$ cat src/rtl/rst_seq_pkg.sv
// Shared types and limits for the reset sequencer: FSM states, counter sizing
// and the legal parameter ranges.
package rst_seq_pkg;

  typedef enum logic [1:0] {
    ST_ASSERT  = 2'd0,
    ST_STRETCH = 2'd1,
    ST_RELEASE = 2'd2,
    ST_RUN     = 2'd3
  } rst_state_e;

  localparam int STAGES_MIN = 2;
  localparam int STAGES_MAX = 4;
  localparam int NUM_CH_MIN = 1;
  localparam int NUM_CH_MAX = 8;
  localparam int CNT_MIN    = 1;
  localparam int CNT_MAX    = 255;

  // Wide enough to hold the larger of the two reload values.
  function automatic int cnt_width(input int min_assert, input int gap);
    int m;
    m = (min_assert > gap) ? min_assert : gap;
    return $clog2(m + 1);
  endfunction

endpackage

$ cat src/rtl/rst_seq_sync_if.sv
// Software reset request in, sequenced channel resets and done flag out.
interface rst_seq_sync_if #(
  parameter int NUM_CH = 4
);
  logic              sw_rst_req;
  logic [NUM_CH-1:0] rst_n_out;
  logic              rst_done;

  modport master (output sw_rst_req, input  rst_n_out, input  rst_done);
  modport slave  (input  sw_rst_req, output rst_n_out, output rst_done);
endinterface

$ cat src/rtl/rst_sync_chain.sv
// Async-assert / sync-release reset synchronizer, STAGES flops deep.
module rst_sync_chain #(
  parameter int STAGES = 2
) (
  input  logic clk,
  input  logic async_rst_n,
  output logic sync_rst_n
);

  logic [STAGES-1:0] sync_q;

  always_ff @(posedge clk or negedge async_rst_n) begin
    if (!async_rst_n) sync_q <= '0;
    else              sync_q <= {sync_q[STAGES-2:0], 1'b1};
  end

  assign sync_rst_n = sync_q[STAGES-1];

endmodule

$ cat src/rtl/rst_seq_sync.sv
// Reset sequencer: synchronizes async_rst_n, stretches reset for MIN_ASSERT
// cycles, then releases NUM_CH channels in index order GAP cycles apart.
module rst_seq_sync
  import rst_seq_pkg::*;
#(
  parameter int STAGES     = 2,
  parameter int NUM_CH     = 4,
  parameter int MIN_ASSERT = 8,
  parameter int GAP        = 16
) (
  input  logic           clk,
  input  logic           async_rst_n,
  rst_seq_sync_if.slave  rst_if
);

  localparam int CNT_W = cnt_width(MIN_ASSERT, GAP);
  localparam int IDX_W = (NUM_CH > 1) ? $clog2(NUM_CH) : 1;
  localparam logic [CNT_W-1:0] MIN_LD   = CNT_W'(MIN_ASSERT);
  localparam logic [CNT_W-1:0] GAP_LD   = CNT_W'(GAP);
  localparam logic [CNT_W-1:0] CNT_ONE  = CNT_W'(1);
  localparam logic [IDX_W-1:0] IDX_ONE  = IDX_W'(1);
  localparam logic [IDX_W-1:0] LAST_IDX = IDX_W'(NUM_CH - 1);

  logic sync_rst_n;

  rst_state_e        state_q, state_d;
  logic [CNT_W-1:0]  cnt_q, cnt_d;
  logic [IDX_W-1:0]  idx_q, idx_d;
  logic [NUM_CH-1:0] rst_n_q, rst_n_d;
  logic              done_q, done_d;
  logic              sw_q;

  rst_sync_chain #(.STAGES(STAGES)) u_sync (
    .clk         (clk),
    .async_rst_n (async_rst_n),
    .sync_rst_n  (sync_rst_n)
  );

  always_ff @(posedge clk or negedge async_rst_n) begin
    if (!async_rst_n) begin
      state_q <= ST_ASSERT;
      cnt_q   <= '0;
      idx_q   <= '0;
      rst_n_q <= '0;
      done_q  <= 1'b0;
      sw_q    <= 1'b0;
    end else begin
      state_q <= state_d;
      cnt_q   <= cnt_d;
      idx_q   <= idx_d;
      rst_n_q <= rst_n_d;
      done_q  <= done_d;
      sw_q    <= rst_if.sw_rst_req;
    end
  end

  // The counter expires on the edge where it would reach zero, so each
  // release lands exactly MIN_ASSERT / GAP edges after the reload edge.
  always_comb begin
    state_d = state_q;
    cnt_d   = cnt_q;
    idx_d   = idx_q;
    rst_n_d = rst_n_q;
    done_d  = done_q;
    if (rst_if.sw_rst_req) begin
      state_d = ST_STRETCH;
      cnt_d   = MIN_LD;
      idx_d   = '0;
      rst_n_d = '0;
      done_d  = 1'b0;
    end else begin
      case (state_q)
        ST_ASSERT: begin
          if (sync_rst_n) begin
            state_d = ST_STRETCH;
            cnt_d   = MIN_LD;
          end
        end
        ST_STRETCH: begin
          // First low edge after a sw request stands in for the reload edge.
          if (!sw_q) begin
            if (cnt_q <= CNT_ONE) begin
              rst_n_d[0] = 1'b1;
              cnt_d      = GAP_LD;
              idx_d      = IDX_ONE;
              state_d    = (NUM_CH == 1) ? ST_RUN : ST_RELEASE;
            end else begin
              cnt_d = cnt_q - CNT_ONE;
            end
          end
        end
        ST_RELEASE: begin
          if (cnt_q <= CNT_ONE) begin
            rst_n_d[idx_q] = 1'b1;
            cnt_d          = GAP_LD;
            idx_d          = idx_q + IDX_ONE;
            if (idx_q == LAST_IDX) state_d = ST_RUN;
          end else begin
            cnt_d = cnt_q - CNT_ONE;
          end
        end
        ST_RUN:  done_d  = 1'b1;
        default: state_d = ST_ASSERT;
      endcase
    end
  end

  assign rst_if.rst_n_out = rst_n_q;
  assign rst_if.rst_done  = done_q;

  for (genvar i = 0; i < NUM_CH; i++) begin : g_order
    if (i > 0) begin : g_prev
      a_in_order: assert property (@(posedge clk) disable iff (!async_rst_n)
        $rose(rst_n_q[i]) |-> $past(rst_n_q[i-1]));
    end
    a_not_after_done: assert property (@(posedge clk) disable iff (!async_rst_n)
      $rose(rst_n_q[i]) |-> !$past(done_q));
  end

endmodule

$ cat src/flat_wrapper.sv
// flat-port wrapper written by rule: the top's interface ports become plain ports
module rst_seq_sync_flat import rst_seq_pkg::*;
#(
  parameter int STAGES     = 2,
  parameter int NUM_CH     = 4,
  parameter int MIN_ASSERT = 8,
  parameter int GAP        = 16
)
  (clk, async_rst_n, rst_if_sw_rst_req, rst_if_rst_n_out, rst_if_rst_done);
  rst_seq_sync_if #(.NUM_CH(NUM_CH)) rst_if_i ();
  input  logic clk;
  input  logic async_rst_n;
  input wire logic [$bits(rst_if_i.sw_rst_req)-1:0] rst_if_sw_rst_req;
  output wire logic [$bits(rst_if_i.rst_n_out)-1:0] rst_if_rst_n_out;
  output wire logic [$bits(rst_if_i.rst_done)-1:0] rst_if_rst_done;
  assign rst_if_i.sw_rst_req = rst_if_sw_rst_req;
  assign rst_if_rst_n_out = rst_if_i.rst_n_out;
  assign rst_if_rst_done = rst_if_i.rst_done;
  rst_seq_sync #(.STAGES(STAGES), .NUM_CH(NUM_CH), .MIN_ASSERT(MIN_ASSERT), .GAP(GAP)) u_core (.clk(clk), .async_rst_n(async_rst_n), .rst_if(rst_if_i));
endmodule
$ cat config.mk
export PLATFORM = sky130hd
export DESIGN_NAME = rst_seq_sync_flat
export DESIGN_NICKNAME = d
export VERILOG_FILES = /design/src/rtl/rst_seq_pkg.sv /design/src/rtl/rst_seq_sync_if.sv /design/src/rtl/rst_sync_chain.sv /design/src/rtl/rst_seq_sync.sv /design/src/flat_wrapper.sv
export SDC_FILE = /design/constraint.sdc
export NUM_CORES = 1
export LEC_CHECK = 0
export ABC_AREA = 1
export CORE_AREA = 8 8 65 67
export DETAILED_ROUTE_END_ITERATION = 12
export DIE_AREA = 0 0 73 75
export HOLD_SLACK_MARGIN = 0.02
export SYNTH_ARGS = -nofsm -noshare
export SYNTH_HDL_FRONTEND = slang
export SYNTH_SLANG_ARGS = --single-unit
$ cat constraint.sdc
create_clock -name clk -period 1.42 [get_ports clk]
set_input_delay 0.426 -clock clk [delete_from_list [all_inputs] [get_ports clk]]
set_output_delay 0.426 -clock clk [all_outputs]
set_load 0.1 [all_outputs]
=== Yosys cells after proc, flatten, opt, wreduce, memory -nomap -nowiden ===
Cells that the tools add are included.

* Register bits after elaboration: 17
* Output and inout bits: 5

* $add $sub $neg: 2
* Magnitude comparators: 3
* Equality and inequality tests: 9
* Multiplexer cells: 27
* Bitwise gates (word level): 1
* Reductions and logical operators: 11

{| class="wikitable"
|+ Operators with widths
! kind !! number
|-
| two-way mux 2 bit || 10
|-
| two-way mux 5 bit || 4
|-
| case mux 5 bit (3 select lines) || 1
|-
| inequality test 3 x 2 -> 1 bit (second input constant) || 3
|-
| two-way mux 4 bit || 2
|-
| equality test 2 bit (second input constant) || 3
|-
| inequality test 3 bit (second input constant) || 2
|-
| case mux 2 bit (3 select lines) || 1
|-
| AND reduction 6 bit || 1
|-
| nonzero test 2 bit || 3
|-
| <= comparator 5 x 1 -> 1 bit (second input constant) || 1
|-
| two-way mux 1 bit || 5
|-
| subtractor 5 x 1 -> 5 bit (second input constant) || 1
|-
| bitwise OR 4 bit || 1
|-
| case mux 2 bit (2 select lines) || 1
|-
| AND reduction 4 bit || 1
|-
| nonzero test 4 bit || 1
|-
| less-than comparator 2 x 3 -> 1 bit (second input constant) || 1
|-
| two-way mux 3 bit || 1
|-
| AND reduction 3 bit || 1
|-
| nonzero test 3 bit || 1
|-
| adder 2 x 1 -> 2 bit (second input constant) || 1
|-
| demux 1 bit (select 2 bit) || 1
|-
| equality test 2 x 1 -> 1 bit (second input constant) || 1
|-
| 5 further kinds || 5
|}

=== Longest topological paths before layout ===
* Word-level depth: 8
* Gate-level depth with buffers: 9
* Depth with buffers taken out: 9

=== Modules after synthesis ===
From an unflattened synthesis, not the netlist that was laid out.

* Cells, all modules: 133
* Area total of the unflattened synthesis: 1047.3 µm²

{| class="wikitable"
|+ By module, submodules not included
! module !! times used !! cells each !! area each (µm²)
|-
| rst_seq_sync || 1 || 130 || 993.5
|-
| rst_sync_chain || 1 || 3 || 53.8
|}

=== Worst setup path before layout ===
OpenSTA, ideal clock, no wires.

* Path kind: register to register
* Start: reg u_core.state_q[0]
* End: reg u_core.cnt_q[3]
* Library setup time: 0.119 ns
* Data arrival time: 1.254 ns
* Required time: 1.301 ns
* Slack: 0.047 ns
* Stages on the path, launching flop included: 9
* Period minus slack after synthesis: 1.373 ns
* Cells stage by stage: dfrtp_1 -> inv_1 -> ha_1 -> nor2_1 -> nand2_1 -> nand2_4 -> nor2_8 -> nand2_2 -> o21a_1

* Longest elaborated chain between the ends: 3
* Elaborated cells between the ends (all ways): 9
* Those cells by class: eq/ne (4); mux (2); reduce/logical (3)

{| class="wikitable"
|+ Ends and longest elaborated chain
! what !! RTL line !! RTL
|-
| start: declaration || rst_seq_sync.sv:26 || <nowiki>rst_state_e state_q, state_d;</nowiki>
|-
| start signal: assignment || rst_seq_sync.sv:48 || <nowiki>state_q <= state_d;</nowiki>
|-
| equality test 2 x 1 -> 1 bit, or another cell as far along || rst_seq_sync.sv:72 || <nowiki>case (state_q)</nowiki>
|-
| inequality test 3 bit (no source line), or another cell as far along || n/a ||
|-
| AND reduction 3 bit (no source line) or two-way mux 5 bit (tied branches) || n/a ||
|-
| end signal: assignment || rst_seq_sync.sv:49 || <nowiki>cnt_q <= cnt_d;</nowiki>
|-
| end: declaration || rst_seq_sync.sv:27 || <nowiki>logic [CNT_W-1:0] cnt_q, cnt_d;</nowiki>
|}

Several ways; a longest one is shown, not always the timed one.
A chain may end at the register's enable or synchronous reset.

=== Worst setup path after layout ===
* Start: reg u_core.state_q[1]
* End: reg u_core.cnt_q[3]

The elaborated chain is that of the path after synthesis.

==> flow_metrics.py <==
metrics = {
    "logic_synthesis": {
        "synth_top_family_by_area": "simple AND/OR/NAND/NOR gates",
        "synthTopCellsByArea": "dfrtp_1 (39%), ha_1 (13%), nand2_1 (8.4%), inv_1 (5.2%), nand2_4 (4.2%)",
        "synth_area_sq_um": 1080,
        "synth_most_common_cell": "nand2_1",
        "syn_nets": 138,
        "synth-compound-area-share_pct": 5.34,
        "ys_ff_latch": 17,
        "ys.flop_type": "dfrtp_1",
        "ys.warnings.count": 0,
        "muxShareOfSynthArea_pct": 0,
        "synthTopCellsByCount": "nand2_1 (24), dfrtp_1 (17), inv_1 (15)",
        "synth_top_cell_area_share_pct": 39.5,
        "synth_cells": 124,
        "synthSimpleGateAreaFrac_pct": 34.3,
        "syn_avg_cell_area_sq_um": 8.69,
        "synth.distinct_cells": 22,
        "synth_xor_xnor_area_share_pct": 0.813,
        "synthAdderAreaFrac_pct": 12.8,
        "yosys.area.top_type": "dfrtp_1",
        "ys_seq_area_share_pct": 39.5,
        "synth-edff-count": 0,
        "async_flop_share_pct": 100,
    },
    "run": {
        "maxCapViolCount": 0,
    },
    "worst_hold_path": {
        "worstHoldStart": "u_core.u_sync.sync_q[0]",
        "whs_path_depth": 0,
        "worstHoldPathType": "flip-flop to flip-flop",
        "hold_path_end": "u_core.u_sync.sync_q[1]",
    },
    "detailed_routing": {
        "post_drt_wl_per_cell_um": 11.1,
        "drc_errors": 0,
        "wirelength_mm": 2.15,
        "first_iter_violations": 32,
        "vias": 836,
        "vias_per_cell": 4.31,
        "drtPass1Iterations": 3,
        "antenna_left": 0,
    },
    "clock_tree": {
        "numCtsBuffers": 3,
        "clock-root-buffer": "clkbuf_4",
        "clock_path_buffers": 2,
        "h-tree-depth": 1,
        "cts_sinks": 17,
        "cts.reportedPaths.clkPinSlew_ps": 100,
        "clock_latency_ps": 290,
        "cts_tree": "yes",
    },
    "final_layout": {
        "post-route-util_pct": 45.6,
        "drive_gt1_share_pct": 41.2,
        "nNetsFinal": 163,
        "num_antenna_cells": 0,
        "final_area_sq_um": 1480,
        "num-fill-cells": 318,
        "areaGrowthSynthToFinish_pct": 36.9,
        "fin_cells": 194,
    },
    "place": {
        "placed_area_sq_um": 1320,
        "portBuffers": 7,
        "gp_congestion": 0.815,
        "dp_hpwl_mm": 1.68,
        "dp_slack_ps": -332,
        "dp_cells": 186,
    },
    "setup_path": {
        "cp-start-kind": "flip-flop",
        "cp.required_ps": 1610,
        "reg2reg_depth": 8,
        "rr_startpoint": "u_core.state_q[1]",
        "r2r_end": "u_core.cnt_q[3]",
        "critical_path_class": "flip-flop to flip-flop",
        "critPathMaxFanout": 4,
        "end_kind": "flip-flop",
        "arrival_ps": 1600,
        "r2r_slack_ps": 10,
    },
    "sta": {
        "whs_ps": 357,
        "fin_crit_sh_pct": 99.0,
        "setup_violations": 0,
        "fin_worst_skew_ps": 2.48,
        "setup_ws_ps": 13.7,
        "period_needed_ps": 1410,
        "fmax_mhz": 711,
        "rsz0062_at_grt": "true",
        "fin_tns_setup_ps": 0,
        "slew_viol_final": 0,
        "hold_viol_final": 0,
    },
    "global_route": {
        "overflow": 0,
        "grt_pass1_vias": 904,
        "grt_pass1_wl_mm": 3.93,
        "grt_usage_pct": 9.14,
        "antenna_found_initial": 0,
        "grt_start_max_net_pins": 18,
    },
    "outcome": {
        "outcome": "completed",
    },
    "power_and_ir_drop": {
        "power-per-cell-area_nw_per_um2": 1790,
        "finalPower_mw": 2.63,
        "power.leakage_nw": 0.711,
        "ir_drop_v": 0.000996,
    },
    "floorplanning": {
        "die_x_um": 73,
        "core-area_sq_um": 3230,
        "die_h_um": 75,
        "die_area_sq_um": 5480,
        "start_util_pct": 33.3,
        "rows": 21,
        "io-pin-count": 8,
    },
}
sequential cells by signal, summed over array words and instances (netlist names):
| signal | cells |
|---|---|
| u_core.cnt_q | 5 |
| u_core.idx_q | 2 |
| u_core.rst_if.rst_done | 1 |
| u_core.rst_if.rst_n_out | 4 |
| u_core.state_q | 2 |
| u_core.sw_q | 1 |
| u_core.u_sync.sync_q | 2 |
layout make-up:
class / instances / area (sq um) / area share (%)
multi-input cells: 89 / 661 / 44.8
clock buffers: 4 / 26.3 / 1.78
repair buffers: 21 / 240 / 16.3
flip-flops and latches: 17 / 427 / 28.9
inverters: 17 / 63.8 / 4.33
well taps: 46 / 57.6 / 3.90
worst max-delay path by stage:
stage	start	endpoint	slack (ps)	depth (start not counted)
6_report	u_core.state_q[1]	u_core.cnt_q[3]	10	8
5_1_grt	u_core.state_q[1]	u_core.cnt_q[3]	-50	8
4_1_cts	u_core.state_q[1]	u_core.cnt_q[0]	0.5	8
3_5_place_dp	rst_if_sw_rst_req	u_core.state_q[0]	-330	9
3_3_place_gp	rst_if_sw_rst_req	u_core.state_q[1]	-280	9
2_1_floorplan	u_core.state_q[0]	u_core.cnt_q[3]	50	8
metal layers:
layer	GRT usage, %	share of wire [%]	vias to the layer above	wire length (um)
met1	9.98	43	388	935
met2	16.3	52	7	1110
met3	3.99	4.6	0	100
li1	-	-	441	-
met4	1.33	0	0	0
met5	0	0	-	0
placed cells by master, fill, tap and decap left out:
cell type / count
nor2_8: 1
nor3_2: 1
nand4_1: 5
inv_2: 6
xor2_1: 1
nand2_4: 5
ha_4: 2
nor2_2: 2
o21a_1: 1
ha_2: 2
clkdlybuf4s50_1: 1
buf_12: 6
ha_1: 7
o21ai_0: 2
nor2_1: 10
clkbuf_4: 3
dlygate4sd2_1: 1
buf_6: 1
nand2_1: 21
nand3_2: 4
nand3_1: 4
a21oi_1: 5
buf_4: 12
nand2_2: 6
dfrtp_2: 1
nor2_4: 6
inv_1: 11
clkbuf_1: 1
conb_1: 1
dfrtp_1: 16
o21ai_2: 3
power breakdown:
group | switching [mW] | total (mW) | internal [mW]
registers | 0.138 | 0.745 | 0.607
logic | 0.950 | 1.62 | 0.673
clock network | 0.157 | 0.266 | 0.109
total | 1.25 | 2.63 | 1.39
critical path, stage by stage, from the launching register on:
cell     delay (ps)
dfrtp_1         430
inv_2            80
ha_2            180
buf_4           130
nand2_4          80
nand2_4          70
nor2_8          100
nand2_2          50
o21a_1          180
logic make-up (layout without fill, tap and decap cells):
group | after synthesis | after routing
adders and majority gates | 11 | 11
and+or+nand+nor | 65 | 65
buffers and inverters | 18 | 42
xor gates and xnor gates | 1 | 1
DFF | 17 | 17
AOI/OAI and AO/OA | 11 | 11
other | 1 | 1
repair_timing:
| action | in CTS | in global routing |
|---|---|---|
| resized for setup | 13 | 14 |
| pin swaps | 3 | 3 |
| cloned | 0 | 0 |
| setup endpoints to repair | 8 | 13 |
| buffers inserted | 1 | 3 |
| hold buffers | 0 | 0 |
(Power assumes the default switching activity.)
